**config.mk**
```make
export PLATFORM = sky130hd
export DESIGN_NAME = led_sink_scanner
export DESIGN_NICKNAME = d
export VERILOG_FILES = /design/src/rtl/led_sink_scanner.sv
export SDC_FILE = /design/constraint.sdc
export NUM_CORES = 1
export LEC_CHECK = 0
export ABC_CLOCK_PERIOD_IN_PS = 3650
export CAP_MARGIN = 10
export CORE_ASPECT_RATIO = 1.1
export CORE_MARGIN = 10
export CORE_UTILIZATION = 43
export DETAILED_ROUTE_END_ITERATION = 10
export PLACE_DENSITY = 0.65
export SYNTH_ARGS = -nofsm -noshare
export SYNTH_HDL_FRONTEND = slang
export SYNTH_SLANG_ARGS = --single-unit
```
**constraint.sdc**
```tcl
create_clock -name i_CLK -period 3.65 [get_ports i_CLK]
set_input_delay 0.5475 -clock i_CLK [delete_from_list [all_inputs] [get_ports i_CLK]]
set_output_delay 0.5475 -clock i_CLK [all_outputs]
set_load 0.005 [all_outputs]
```
**src/rtl/led_sink_scanner.sv**
```systemverilog
// led_sink_scanner
//   Sub-board row-sink scanner for an LED matrix. The main board marks every
//   row change with a transition on i_TOGGLE_SYNC and marks the start of a frame
//   with i_HEAD_FLAG. This block resynchronises both strobes and tracks the
//   current row. It drives a one-hot, break-before-make sink vector and flags
//   frame misalignment. A watchdog declares the sync stream lost when it stops.
//
// Ports
//   i_CLK          local scanner clock
//   i_RESET        asynchronous active-high reset
//   i_TOGGLE_SYNC  async row strobe; every edge is one row event
//   i_HEAD_FLAG    async frame-head marker, stable around the row-0 event
//   o_LED_SINK     one-hot row sink enable, all-zero while blanked
//   o_ROW_IDX      current row index
//   o_BLANK        high while all sinks are forced off
//   o_SYNC_LOST    high while the sync stream is considered lost
//   o_FRAME_ERR    one-cycle pulse on early or missing frame head
module led_sink_scanner #(
    parameter  int ROWS        = 32,
    parameter  int SYNC_STAGES = 2,
    parameter  int BLANK_CYC   = 4,
    parameter  int TIMEOUT_CYC = 65535,
    localparam int RW          = (ROWS > 1) ? $clog2(ROWS) : 1
) (
    input  logic            i_CLK,
    input  logic            i_RESET,
    input  logic            i_TOGGLE_SYNC,
    input  logic            i_HEAD_FLAG,
    output logic [ROWS-1:0] o_LED_SINK,
    output logic [RW-1:0]   o_ROW_IDX,
    output logic            o_BLANK,
    output logic            o_SYNC_LOST,
    output logic            o_FRAME_ERR
);

    localparam int             BW       = $clog2(BLANK_CYC + 1);
    localparam int             WW       = $clog2(TIMEOUT_CYC + 1);
    localparam logic [RW-1:0]  LAST_ROW = RW'(ROWS - 1);
    localparam logic [BW-1:0]  BLK_END  = BW'(BLANK_CYC - 1);
    localparam logic [WW-1:0]  WD_END   = WW'(TIMEOUT_CYC - 1);

    typedef enum logic [1:0] {S_IDLE, S_BLANK, S_DRIVE, S_LOST} state_t;

    state_t                 state_q, state_d;
    logic [SYNC_STAGES-1:0] tog_sync_q, hd_sync_q;
    logic                   tog_prev_q, ev_q, hd_q;
    logic [RW-1:0]          row_q, row_d;
    logic [BW-1:0]          blk_q, blk_d;
    logic [WW-1:0]          wd_q, wd_d;
    logic [ROWS-1:0]        sink_d;
    logic                   blank_d, lost_d, err_d;

    // Synchronisers plus edge detector. The event strobe and the head sample
    // are registered together so the head is always judged at its own event.
    always_ff @(posedge i_CLK or posedge i_RESET) begin
        if (i_RESET) begin
            tog_sync_q <= '0;
            hd_sync_q  <= '0;
            tog_prev_q <= 1'b0;
            ev_q       <= 1'b0;
            hd_q       <= 1'b0;
        end else begin
            tog_sync_q <= {tog_sync_q[SYNC_STAGES-2:0], i_TOGGLE_SYNC};
            hd_sync_q  <= {hd_sync_q[SYNC_STAGES-2:0], i_HEAD_FLAG};
            tog_prev_q <= tog_sync_q[SYNC_STAGES-1];
            ev_q       <= tog_sync_q[SYNC_STAGES-1] ^ tog_prev_q;
            hd_q       <= hd_sync_q[SYNC_STAGES-1];
        end
    end

    // State register; outputs are registered from their next-state values.
    always_ff @(posedge i_CLK or posedge i_RESET) begin
        if (i_RESET) begin
            state_q     <= S_IDLE;
            row_q       <= '0;
            blk_q       <= '0;
            wd_q        <= '0;
            o_LED_SINK  <= '0;
            o_BLANK     <= 1'b1;
            o_SYNC_LOST <= 1'b0;
            o_FRAME_ERR <= 1'b0;
        end else begin
            state_q     <= state_d;
            row_q       <= row_d;
            blk_q       <= blk_d;
            wd_q        <= wd_d;
            o_LED_SINK  <= sink_d;
            o_BLANK     <= blank_d;
            o_SYNC_LOST <= lost_d;
            o_FRAME_ERR <= err_d;
        end
    end

    assign o_ROW_IDX = row_q;

    // Next-state logic. A row event always restarts blanking and the
    // watchdog, so it takes priority over a coincident watchdog expiry.
    always_comb begin
        state_d = state_q;
        row_d   = row_q;
        blk_d   = blk_q;
        wd_d    = wd_q;
        unique case (state_q)
            S_IDLE, S_LOST: begin
                // Only a frame head can (re)acquire the stream.
                if (ev_q && hd_q) begin
                    state_d = S_BLANK;
                    row_d   = '0;
                    blk_d   = '0;
                    wd_d    = '0;
                end
            end
            S_BLANK, S_DRIVE: begin
                if (ev_q) begin
                    state_d = S_BLANK;
                    blk_d   = '0;
                    wd_d    = '0;
                    if (hd_q || row_q == LAST_ROW) row_d = '0;
                    else                           row_d = row_q + RW'(1);
                end else if (wd_q == WD_END) begin
                    state_d = S_LOST;
                    row_d   = '0;
                    wd_d    = '0;
                end else begin
                    wd_d = wd_q + WW'(1);
                    if (state_q == S_BLANK) begin
                        if (blk_q == BLK_END) state_d = S_DRIVE;
                        else                  blk_d   = blk_q + BW'(1);
                    end
                end
            end
            default: state_d = S_IDLE;
        endcase
    end

    // Output decode from the next state, so sinks only ever light in DRIVE
    // and a row change always goes through BLANK first.
    always_comb begin
        sink_d  = (state_d == S_DRIVE) ? (ROWS'(1) << row_d) : '0;
        blank_d = (state_d != S_DRIVE);
        lost_d  = (state_d == S_LOST);
        // Alignment is only judged while locked; the acquiring head never flags.
        err_d   = ev_q && (state_q == S_BLANK || state_q == S_DRIVE) &&
                  (hd_q ? (row_q != LAST_ROW) : (row_q == LAST_ROW));
    end

endmodule

```
==> results.py, run 1 <==
metrics = {
    "status": {
        "status": "complete, no violations",
    },
    "clocking": {
        "cts_made_buffers": 9,
        "clk_path_buf_depth": 2,
        "root_buffer": "clkbuf_8",
        "h-tree-depth": 3,
        "clk_pin_slew_ps": 70,
        "postCtsHoldBufs": 0,
        "cts.sinks": 68,
        "cts_resized": 0,
        "clk_latency_ps": 350,
        "post_cts_buffers": 0,
        "cts_tree": "built",
    },
    "die": {
        "coreArea_um2": 6967,
        "start_util_pct": 43.86,
        "fp-row-count": 32,
        "die_area_um2": 10880,
        "die_x_um": 100.4,
        "die_y_um": 108.4,
        "io_pins": 44,
    },
    "synth": {
        "synth.distinct_cells": 52,
        "postSynthAreaPerCell_um2": 10.50,
        "synth_edf_count": 0,
        "yosys_warnings": 0,
        "synth_ff_type": "dfrtp_1",
        "synth_nets": 303,
        "yosys_register_bits": 68,
        "async_reset_ff_share_pct": 100.0,
        "netlist_instances": 291,
        "synth_area_um2": 3055,
        "synth_seq_area_share_pct": 55.73,
    },
    "timing": {
        "maxSlewHeadroom_pct": 32.36,
        "layout_setup_ws_ps": 762.5,
        "hold_violations": 0,
        "worstMarginPinSlew_ps": 1013,
        "finalMaxSlewViolations": 0,
        "finalCritPeriodShare_pct": 79.11,
        "fin_tns_setup_ps": 0,
        "fin_skew_ps": 10.07,
        "fmax_mhz": 346.3,
        "holdWs_ps": 352.8,
        "grt_setup_unrepaired": "false",
        "finalCriticalPeriod_ps": 2887,
        "setup_viol": 0,
    },
    "detailed_routing": {
        "wl_per_cell_um": 15.42,
        "postRouteAntennaNets": 0,
        "firstDrtPassIters": 4,
        "drt_iter0_markers": 140,
        "vias_per_cell": 5.311,
        "vias": 2268,
        "drt_wl_total_mm": 6.583,
        "drc_errors": 0,
    },
    "pwr": {
        "power_density_nw_per_um2": 567.1,
        "irDropWorstVdd_uv": 313.8,
        "switching_share_pct": 32.57,
        "switchingPower_uw": 701.6,
        "comb_power_share_pct": 24.2,
        "leakage_uw": 0.001609,
        "p_clk_share_pct": 34.4,
        "power_frac_seq_pct": 41.4,
        "power_uw": 2154,
        "p_int_uw": 1453,
    },
    "grt": {
        "grt_max_degree": 53,
        "grt_pass1_vias": 2262,
        "grt-ovfl-total": 0,
        "grt_pass1_wl_mm": 10.86,
        "grtUsageTotal_pct": 12.44,
        "antenna_found_initial": 0,
    },
    "finish": {
        "finalNonFillerCells": 427,
        "insertedDiodeCount": 0,
        "area_delta_synth_final_pct": 24.32,
        "drive_above_1_share_pct": 10.23,
        "nets": 349,
    },
    "worst_setup_path": {
        "regToRegSetupSlack_ps": 760,
        "critPathKind": "reg2reg",
        "worstPathRequired_ps": 3840,
        "cp_max_fo": 12,
        "cp-startpoint": "o_ROW_IDX[0]",
        "crit_arrival_ps": 3080,
        "start_kind": "flip-flop",
        "rr_startpoint": "o_ROW_IDX[0]",
        "cp-end-kind": "flip-flop",
    },
    "worst_hold_path": {
        "holdCritStartpoint": "tog_sync_q[0]",
        "min_path_type": "reg2reg",
    },
    "job": {
        "maxCapViolCount": 0,
    },
    "place": {
        "dp_hpwl_mm": 4.778,
        "post-place-ws_ps": 813.4,
        "dp_cells": 411,
        "globalplace.congestion": 0.8231,
        "port_buffers": 43,
    },
}
-- layout by cell type (no fill, tap or decap), types with 3 or more instances in the layout --
cell | synthesis | routed
nand4_1 | 6 | 6
nor2_1 | 28 | 28
o211ai_1 | 3 | 3
and3_1 | 3 | 3
nand2_1 | 24 | 24
nor3_2 | 3 | 3
bufinv_16 | 0 | 3
clkdlybuf4s50_1 | 0 | 43
o21ai_0 | 12 | 12
nor3_1 | 26 | 26
nand2b_1 | 3 | 3
dfrtp_1 | 67 | 67
clkbuf_8 | 0 | 9
inv_1 | 11 | 10
a21oi_1 | 13 | 13
buf_4 | 0 | 4
ha_1 | 8 | 8
mux2i_1 | 3 | 3
xor2_1 | 9 | 9
xnor2_1 | 3 | 3
nand3_1 | 18 | 18
-- per-layer routing --
layer	part of all wire [%]	vias up	track usage, %
met5	0	-	0
li1	-	1109	-
met3	9.0	11	5.680
met1	43	1084	13.98
met2	47	64	20.27
met4	1.3	0	4.747
-- registers in the layout, indices dropped and copies added (netlist names) --
register / count
blk_q: 3
o_ROW_IDX: 5
hd_q: 1
hd_sync_q: 2
o_LED_SINK: 32
o_BLANK: 1
o_FRAME_ERR: 1
o_SYNC_LOST: 1
tog_sync_q: 2
ev_q: 1
wd_q: 16
tog_prev_q: 1
state_q: 2
-- per-stage QoR --
step / area, µm² / util, %
2_1_floorplan: 3055 / -
3_3_place_gp: 3558 / 51.08
3_5_place_dp: 3558 / 51.08
4_1_cts: 3799 / 54.53
5_1_grt: 3799 / 54.53
6_report: 3799 / 54.53
-- cell families (layout without fill, tap and decap cells) --
family	Yosys count	after routing	synth area share, %
simple gates	130	130	22.15
fa+ha+maj	8	8	3.276
buf+inv	23	74	3.439
compound gates	47	47	10.97
xor+xnor	12	12	3.440
mux	3	3	0.9828
flops	68	68	55.73
-- cell usage after synthesis (6+ instances only) --
cell      instances  area (µm²)
dfrtp_1          67        1677
nor2_1           28       105.1
nor3_1           26       130.1
nand2_1          24       90.09
nand3_1          18       90.09
a21oi_1          13       65.06
o21ai_0          12       60.06
inv_1            11       41.29
xor2_1            9       78.83
ha_1              8       100.1
clkbuf_1          6       22.52
nand4_1           6       37.54
-- path summary, 6_finish.rpt --
check | end | cells past startpoint
worst max-delay path | o_LED_SINK[19] | 10
worst max register to register | o_LED_SINK[19] | 10
worst min register to register | tog_sync_q[1] | 0
worst min-delay path | tog_sync_q[1] | 0
max in group asynchronous | wd_q[12] | 3
min in group asynchronous | o_LED_SINK[24] | 2
-- power by group through the flow --
stage / clock, µW / combinational (µW) / sequential [µW]
finish: 741 / 522 / 891
detailed placement: 0 / 526 / 906
global route: 788 / 584 / 905
global placement: 0 / 515 / 904
floorplan: 0 / 386 / 873
CTS: 757 / 527 / 892
-- layout make-up --
type,instances,area (µm²)
Clock inverter,6,112.6
Inverter,11,41.29
Tap cell,85,106.4
Multi-Input combinational cell,200,1247
Clock buffer,10,127.6
Sequential cell,68,1703
Timing Repair Buffer,47,460.4
Fill cell,629,3168
-- worst max-delay path, cell delays in order (launching register included) --
cell,delay (ps)
dfrtp_1,470
ha_1,330
and3_1,190
ha_1,140
inv_1,40
ha_1,200
and3b_1,280
a21oi_1,380
a21oi_1,110
o21ai_1,450
nor3_1,150
No activity file was read; power rests on OpenSTA's default activity.
==> run 2: changes to the inputs <==
--- a/config.mk
+++ b/config.mk
@@ -5,7 +5,7 @@
 export SDC_FILE = /design/constraint.sdc
 export NUM_CORES = 1
 export LEC_CHECK = 0
-export ABC_CLOCK_PERIOD_IN_PS = 3650
+export ABC_CLOCK_PERIOD_IN_PS = 3000
 export CAP_MARGIN = 10
 export CORE_ASPECT_RATIO = 1.1
 export CORE_MARGIN = 10
==> constraint.sdc (replaced) <==
create_clock -name i_CLK -period 3 [get_ports i_CLK]
set_input_delay 0.45 -clock i_CLK [delete_from_list [all_inputs] [get_ports i_CLK]]
set_output_delay 0.45 -clock i_CLK [all_outputs]
set_load 0.005 [all_outputs]
==> run 2 against run 1 <==
Hold slack improved by 1.9 ps. Clock power decreased by 13%. Clock skew increased by 1.6 ps. Die area unchanged. First-iteration DRC count decreased by 3.6%. Design area decreased by 0.30%. Critical endpoint is now o_LED_SINK[7].
==> results.py, run 2 (same netlist as run 1, synthesis figures left out) <==
metrics = {
    "status": {
        "status": "complete, no violations",
    },
    "die": {
        "fp-row-count": 32,
        "die_x_um": 100.4,
        "coreArea_um2": 6967,
        "die_y_um": 108.4,
        "io_pins": 44,
        "die_area_um2": 10880,
        "start_util_pct": 43.86,
    },
    "timing": {
        "fin_tns_setup_ps": 0,
        "hold_violations": 0,
        "fin_skew_ps": 11.67,
        "maxSlewHeadroom_pct": 48.83,
        "setup_viol": 0,
        "worstMarginPinSlew_ps": 762.4,
        "layout_setup_ws_ps": 262.9,
        "finalCriticalPeriod_ps": 2737,
        "finalCritPeriodShare_pct": 91.24,
        "finalMaxSlewViolations": 0,
        "fmax_mhz": 365.4,
        "grt_setup_unrepaired": "false",
    },
    "clocking": {
        "cts.sinks": 68,
        "cts_tree": "built",
        "clk_path_buf_depth": 2,
        "cts_made_buffers": 9,
        "clk_pin_slew_ps": 70,
        "root_buffer": "clkbuf_8",
        "h-tree-depth": 3,
        "clk_latency_ps": 330,
    },
    "worst_setup_path": {
        "cp-startpoint": "o_ROW_IDX[1]",
        "rr_startpoint": "o_ROW_IDX[1]",
        "critPathKind": "reg2reg",
        "worstPathRequired_ps": 3240,
        "cp_max_fo": 9,
        "cp-end-kind": "flip-flop",
        "crit_arrival_ps": 2980,
        "start_kind": "flip-flop",
    },
    "finish": {
        "nets": 354,
        "top_register": "o_LED_SINK",
        "layout_commonest_cell": "dfrtp_1",
        "area_delta_synth_final_pct": 23.96,
        "final_cell_mix": "dfrtp_1, clkdlybuf4s50_1, nor2_1",
        "insertedDiodeCount": 0,
        "drive_above_1_share_pct": 12.14,
        "largest_reg_flops": 32,
    },
    "place": {
        "dp_hpwl_mm": 4.964,
        "post-place-ws_ps": 222.9,
        "port_buffers": 43,
        "globalplace.congestion": 0.8506,
    },
    "detailed_routing": {
        "drt_iter0_markers": 135,
        "postRouteAntennaNets": 0,
        "firstDrtPassIters": 4,
        "drt_wl_total_mm": 6.578,
        "vias": 2261,
        "vias_per_cell": 5.246,
        "wl_per_cell_um": 15.26,
        "drc_errors": 0,
    },
    "pwr": {
        "irDropWorstVdd_uv": 308.3,
        "power_uw": 2406,
        "power_density_nw_per_um2": 635.2,
        "leakage_uw": 0.001605,
    },
    "job": {
        "maxCapViolCount": 0,
    },
    "worst_hold_path": {
        "min_path_type": "reg2reg",
        "holdCritStartpoint": "tog_sync_q[0]",
    },
    "grt": {
        "grt-ovfl-total": 0,
        "grt_max_degree": 43,
        "grt_pass1_vias": 2335,
        "grtUsageTotal_pct": 12.83,
        "antenna_found_initial": 0,
        "grt_pass1_wl_mm": 11.43,
    },
}
run 2: what timing repair did:
action	in CTS	in global routing
setup endpoints to repair	0	13
gates resized for setup	0	3
setup buffers	0	1
hold buffers	0	0
run 2: layout make-up:
type,instances,area (µm²)
sequential,68,1703
multi-input combinational,200,1259
inverter,11,41.29
clock buffer,11,141.4
tap,85,106.4
timing repair buffer,52,510.5
clock inverter,4,26.28
fill,637,3179
run 2: worst paths after layout:
| path | endpoint | slack [ps] | cells past startpoint |
|---|---|---|---|
| max | o_LED_SINK[7] | 260 | 11 |
| max reg2reg | o_LED_SINK[7] | 260 | 11 |
| min in group asynchronous | o_LED_SINK[24] | 500 | 2 |
| min | tog_sync_q[1] | 350 | 0 |
| max in group asynchronous | o_ROW_IDX[3] | 1890 | 3 |
| min reg2reg | tog_sync_q[1] | 350 | 0 |
run 2: worst max-delay path: stages, from the launching register on:
cell and delay [ps]:
dfrtp_1 440, ha_1 300, and3_1 220, ha_1 170, inv_1 60, ha_1 200
and3b_2 300, nand2_1 90, o311ai_0 390, a311oi_2 80, buf_4 200, nor3_1 180
run 2: where the power goes:
part / switching, µW / leakage (µW) / total, µW / internal, µW
clock: 329 / 0.0000852 / 646 / 317
combinational: 453 / 0.000603 / 713 / 260
sequential: 60.0 / 0.000917 / 1050 / 987
run 2: metal layers:
metal	part of all wire (%)	vias up	GRT usage (%)	wire length, µm
met5	0	-	0	0
met2	46	63	20.59	3057
li1	-	1116	-	-
met4	2.4	0	5.354	159
met3	7.7	15	4.595	506
met1	43	1067	15.27	2854
run 2: per-stage QoR:
step | hold slack, ps | area (µm²) | cells | util, %
after global routing | 359.8 | 3787 | 431 | 54.36
final | 354.7 | 3787 | 431 | 54.36
after floorplan | 331.2 | 3055 | 291 | -
after CTS | 357.8 | 3769 | 430 | 54.09
after detailed placement | 340.5 | 3601 | 415 | 51.69
after global placement | 331.5 | 3601 | 415 | 51.69
==> run 3: changes to the inputs <==
--- a/config.mk
+++ b/config.mk
@@ -9,9 +9,8 @@
 export CAP_MARGIN = 10
 export CORE_ASPECT_RATIO = 1.1
 export CORE_MARGIN = 10
-export CORE_UTILIZATION = 43
+export CORE_UTILIZATION = 30
 export DETAILED_ROUTE_END_ITERATION = 10
-export PLACE_DENSITY = 0.65
 export SYNTH_ARGS = -nofsm -noshare
 export SYNTH_HDL_FRONTEND = slang
 export SYNTH_SLANG_ARGS = --single-unit
==> run 3 against run 2 <==
Wire length up 5.8%. Flip-flop and latch count unchanged. Design area up 1.7%. Sequential share of layout area down 0.76 points. First-iteration DRC count down 45%. Via count up 3.0%. Clock skew down 1.3 ps. Maximum frequency down 1.3%. Die area up 34%.
==> results.py, run 3 (same netlist as run 1, synthesis figures left out) <==
metrics = {
    "status": {
        "status": "complete, no violations",
    },
    "worst_setup_path": {
        "worstPathRequired_ps": 3260,
        "crit_arrival_ps": 3030,
        "critPathTopFamily": "simple AND/OR/NAND/NOR gates",
        "cp-end-kind": "flip-flop",
        "critPathKind": "reg2reg",
        "cp_max_fo": 9,
        "start_kind": "flip-flop",
        "critPathSlowestCell": "dfrtp_1",
        "crit_path_frequent_cell": "ha_1",
        "critPathBufInv": 1,
        "path_cells": "ha_1 > and3_1 > ha_1 > inv_1 > ha_1 > and3b_1 > nand2_1 > o311ai_0 > a311oi_2 > nor3_1",
        "critPathMaxStageDelay_ps": 450,
    },
    "clocking": {
        "root_buffer": "clkbuf_8",
        "cts_made_buffers": 9,
        "cts_tree": "built",
        "clk_latency_ps": 350,
        "h-tree-depth": 3,
        "clk_path_buf_depth": 2,
        "cts.sinks": 68,
        "post_cts_buffers": 0,
        "clk_pin_slew_ps": 80,
    },
    "die": {
        "die_x_um": 116.2,
        "die_y_um": 125.8,
        "start_util_pct": 30.90,
        "die_area_um2": 14630,
        "coreArea_um2": 9889,
        "fp-row-count": 38,
        "io_pins": 44,
    },
    "grt": {
        "grt_max_degree": 69,
        "grt_pass1_wl_mm": 11.60,
        "antenna_found_initial": 0,
        "grt-ovfl-total": 0,
        "grtUsageTotal_pct": 9.770,
        "grt_pass1_vias": 2255,
    },
    "timing": {
        "finalMaxSlewViolations": 0,
        "finalCriticalPeriod_ps": 2774,
        "hold_violations": 0,
        "worstMarginPinSlew_ps": 685.7,
        "holdWs_ps": 354.1,
        "grt_setup_unrepaired": "false",
        "finalCritPeriodShare_pct": 92.47,
        "maxSlewHeadroom_pct": 53.93,
        "setup_viol": 0,
        "fin_skew_ps": 10.34,
        "fin_tns_setup_ps": 0,
        "fmax_mhz": 360.5,
    },
    "pwr": {
        "switchingPower_uw": 903.8,
        "p_clk_share_pct": 30.8,
        "switching_share_pct": 35.61,
        "power_frac_seq_pct": 41.2,
        "power_uw": 2538,
        "power_density_nw_per_um2": 658.9,
        "leakage_uw": 0.001612,
        "p_int_uw": 1635,
        "irDropWorstVdd_uv": 263.7,
        "comb_power_share_pct": 28.0,
    },
    "detailed_routing": {
        "drt_wl_total_mm": 6.961,
        "firstDrtPassIters": 4,
        "drc_errors": 0,
        "wl_per_cell_um": 14.94,
        "postRouteAntennaNets": 0,
        "vias_per_cell": 4.996,
        "drt_iter0_markers": 74,
        "vias": 2328,
    },
    "finish": {
        "top_register": "o_LED_SINK",
        "layout_commonest_cell": "dfrtp_1",
        "seqCellArea_um2": 1703,
        "nets": 353,
        "area_delta_synth_final_pct": 26.09,
        "fillers": 1004,
        "largest_reg_flops": 32,
        "insertedDiodeCount": 0,
        "multi_input_area_um2": 1251,
        "drive_above_1_share_pct": 11.85,
        "final_cell_mix": "dfrtp_1, clkdlybuf4s50_1, nor2_1",
    },
    "place": {
        "globalplace.congestion": 0.8258,
        "port_buffers": 43,
        "dp_hpwl_mm": 5.082,
    },
    "job": {
        "maxCapViolCount": 0,
    },
    "worst_hold_path": {
        "min_path_type": "reg2reg",
    },
}
-- run 3: through the flow --
| step | cells | utilization, % | instance area (µm²) | setup slack, ps |
|---|---|---|---|---|
| 4_1_cts | 466 | 38.92 | 3849 | 96.85 |
| 6_report | 466 | 38.96 | 3852 | 225.9 |
| 3_5_place_dp | 450 | 36.85 | 3645 | 135.4 |
| 2_1_floorplan | 291 | - | 3055 | 404.7 |
| 5_1_grt | 466 | 38.96 | 3852 | 5.190 |
| 3_3_place_gp | 450 | 36.85 | 3645 | 291.6 |
-- run 3: layout make-up --
| cell class | count | share of cell area (%) |
|---|---|---|
| flip-flops and latches | 68 | 44.20 |
| multi-input cells | 200 | 32.48 |
| repair buffers | 51 | 13.06 |
| well taps | 120 | 3.897 |
| clock buffers | 9 | 3.215 |
| clock inverters | 7 | 2.079 |
| inverters | 11 | 1.072 |
-- run 3: routing by layer --
metal	part of all wire (%)	GRT usage (%)	vias to the layer above
met4	1.6	4.200	0
met1	45	12.64	1137
met3	6.5	2.849	10
met5	0	0	-
met2	46	14.76	57
li1	-	-	1124
-- run 3: final timing paths --
path                         startpoint        endpoint  slack [ps]  cells past startpoint
max                        o_ROW_IDX[1]   o_LED_SINK[7]         230                     10
max in group asynchronous       i_RESET         o_BLANK        2180                      3
max reg2reg                o_ROW_IDX[1]   o_LED_SINK[7]         230                     10
min reg2reg                hd_sync_q[0]    hd_sync_q[1]         350                      0
min in group asynchronous       i_RESET  o_LED_SINK[10]         490                      3
min                        hd_sync_q[0]    hd_sync_q[1]         350                      0
-- run 3: repair_timing --
item | in CTS | in global routing
hold buffers | 0 | 0
endpoints found under the setup margin | 0 | 12
gates resized for setup | 0 | 1
-- run 3: power by group through the flow --
stage | clock network (µW) | registers [µW] | logic (µW)
floorplan | 0 | 1060 | 470
global placement | 0 | 1060 | 703
detailed placement | 0 | 1060 | 719
CTS | 797 | 1050 | 723
global route | 846 | 1060 | 794
finish | 781 | 1050 | 710
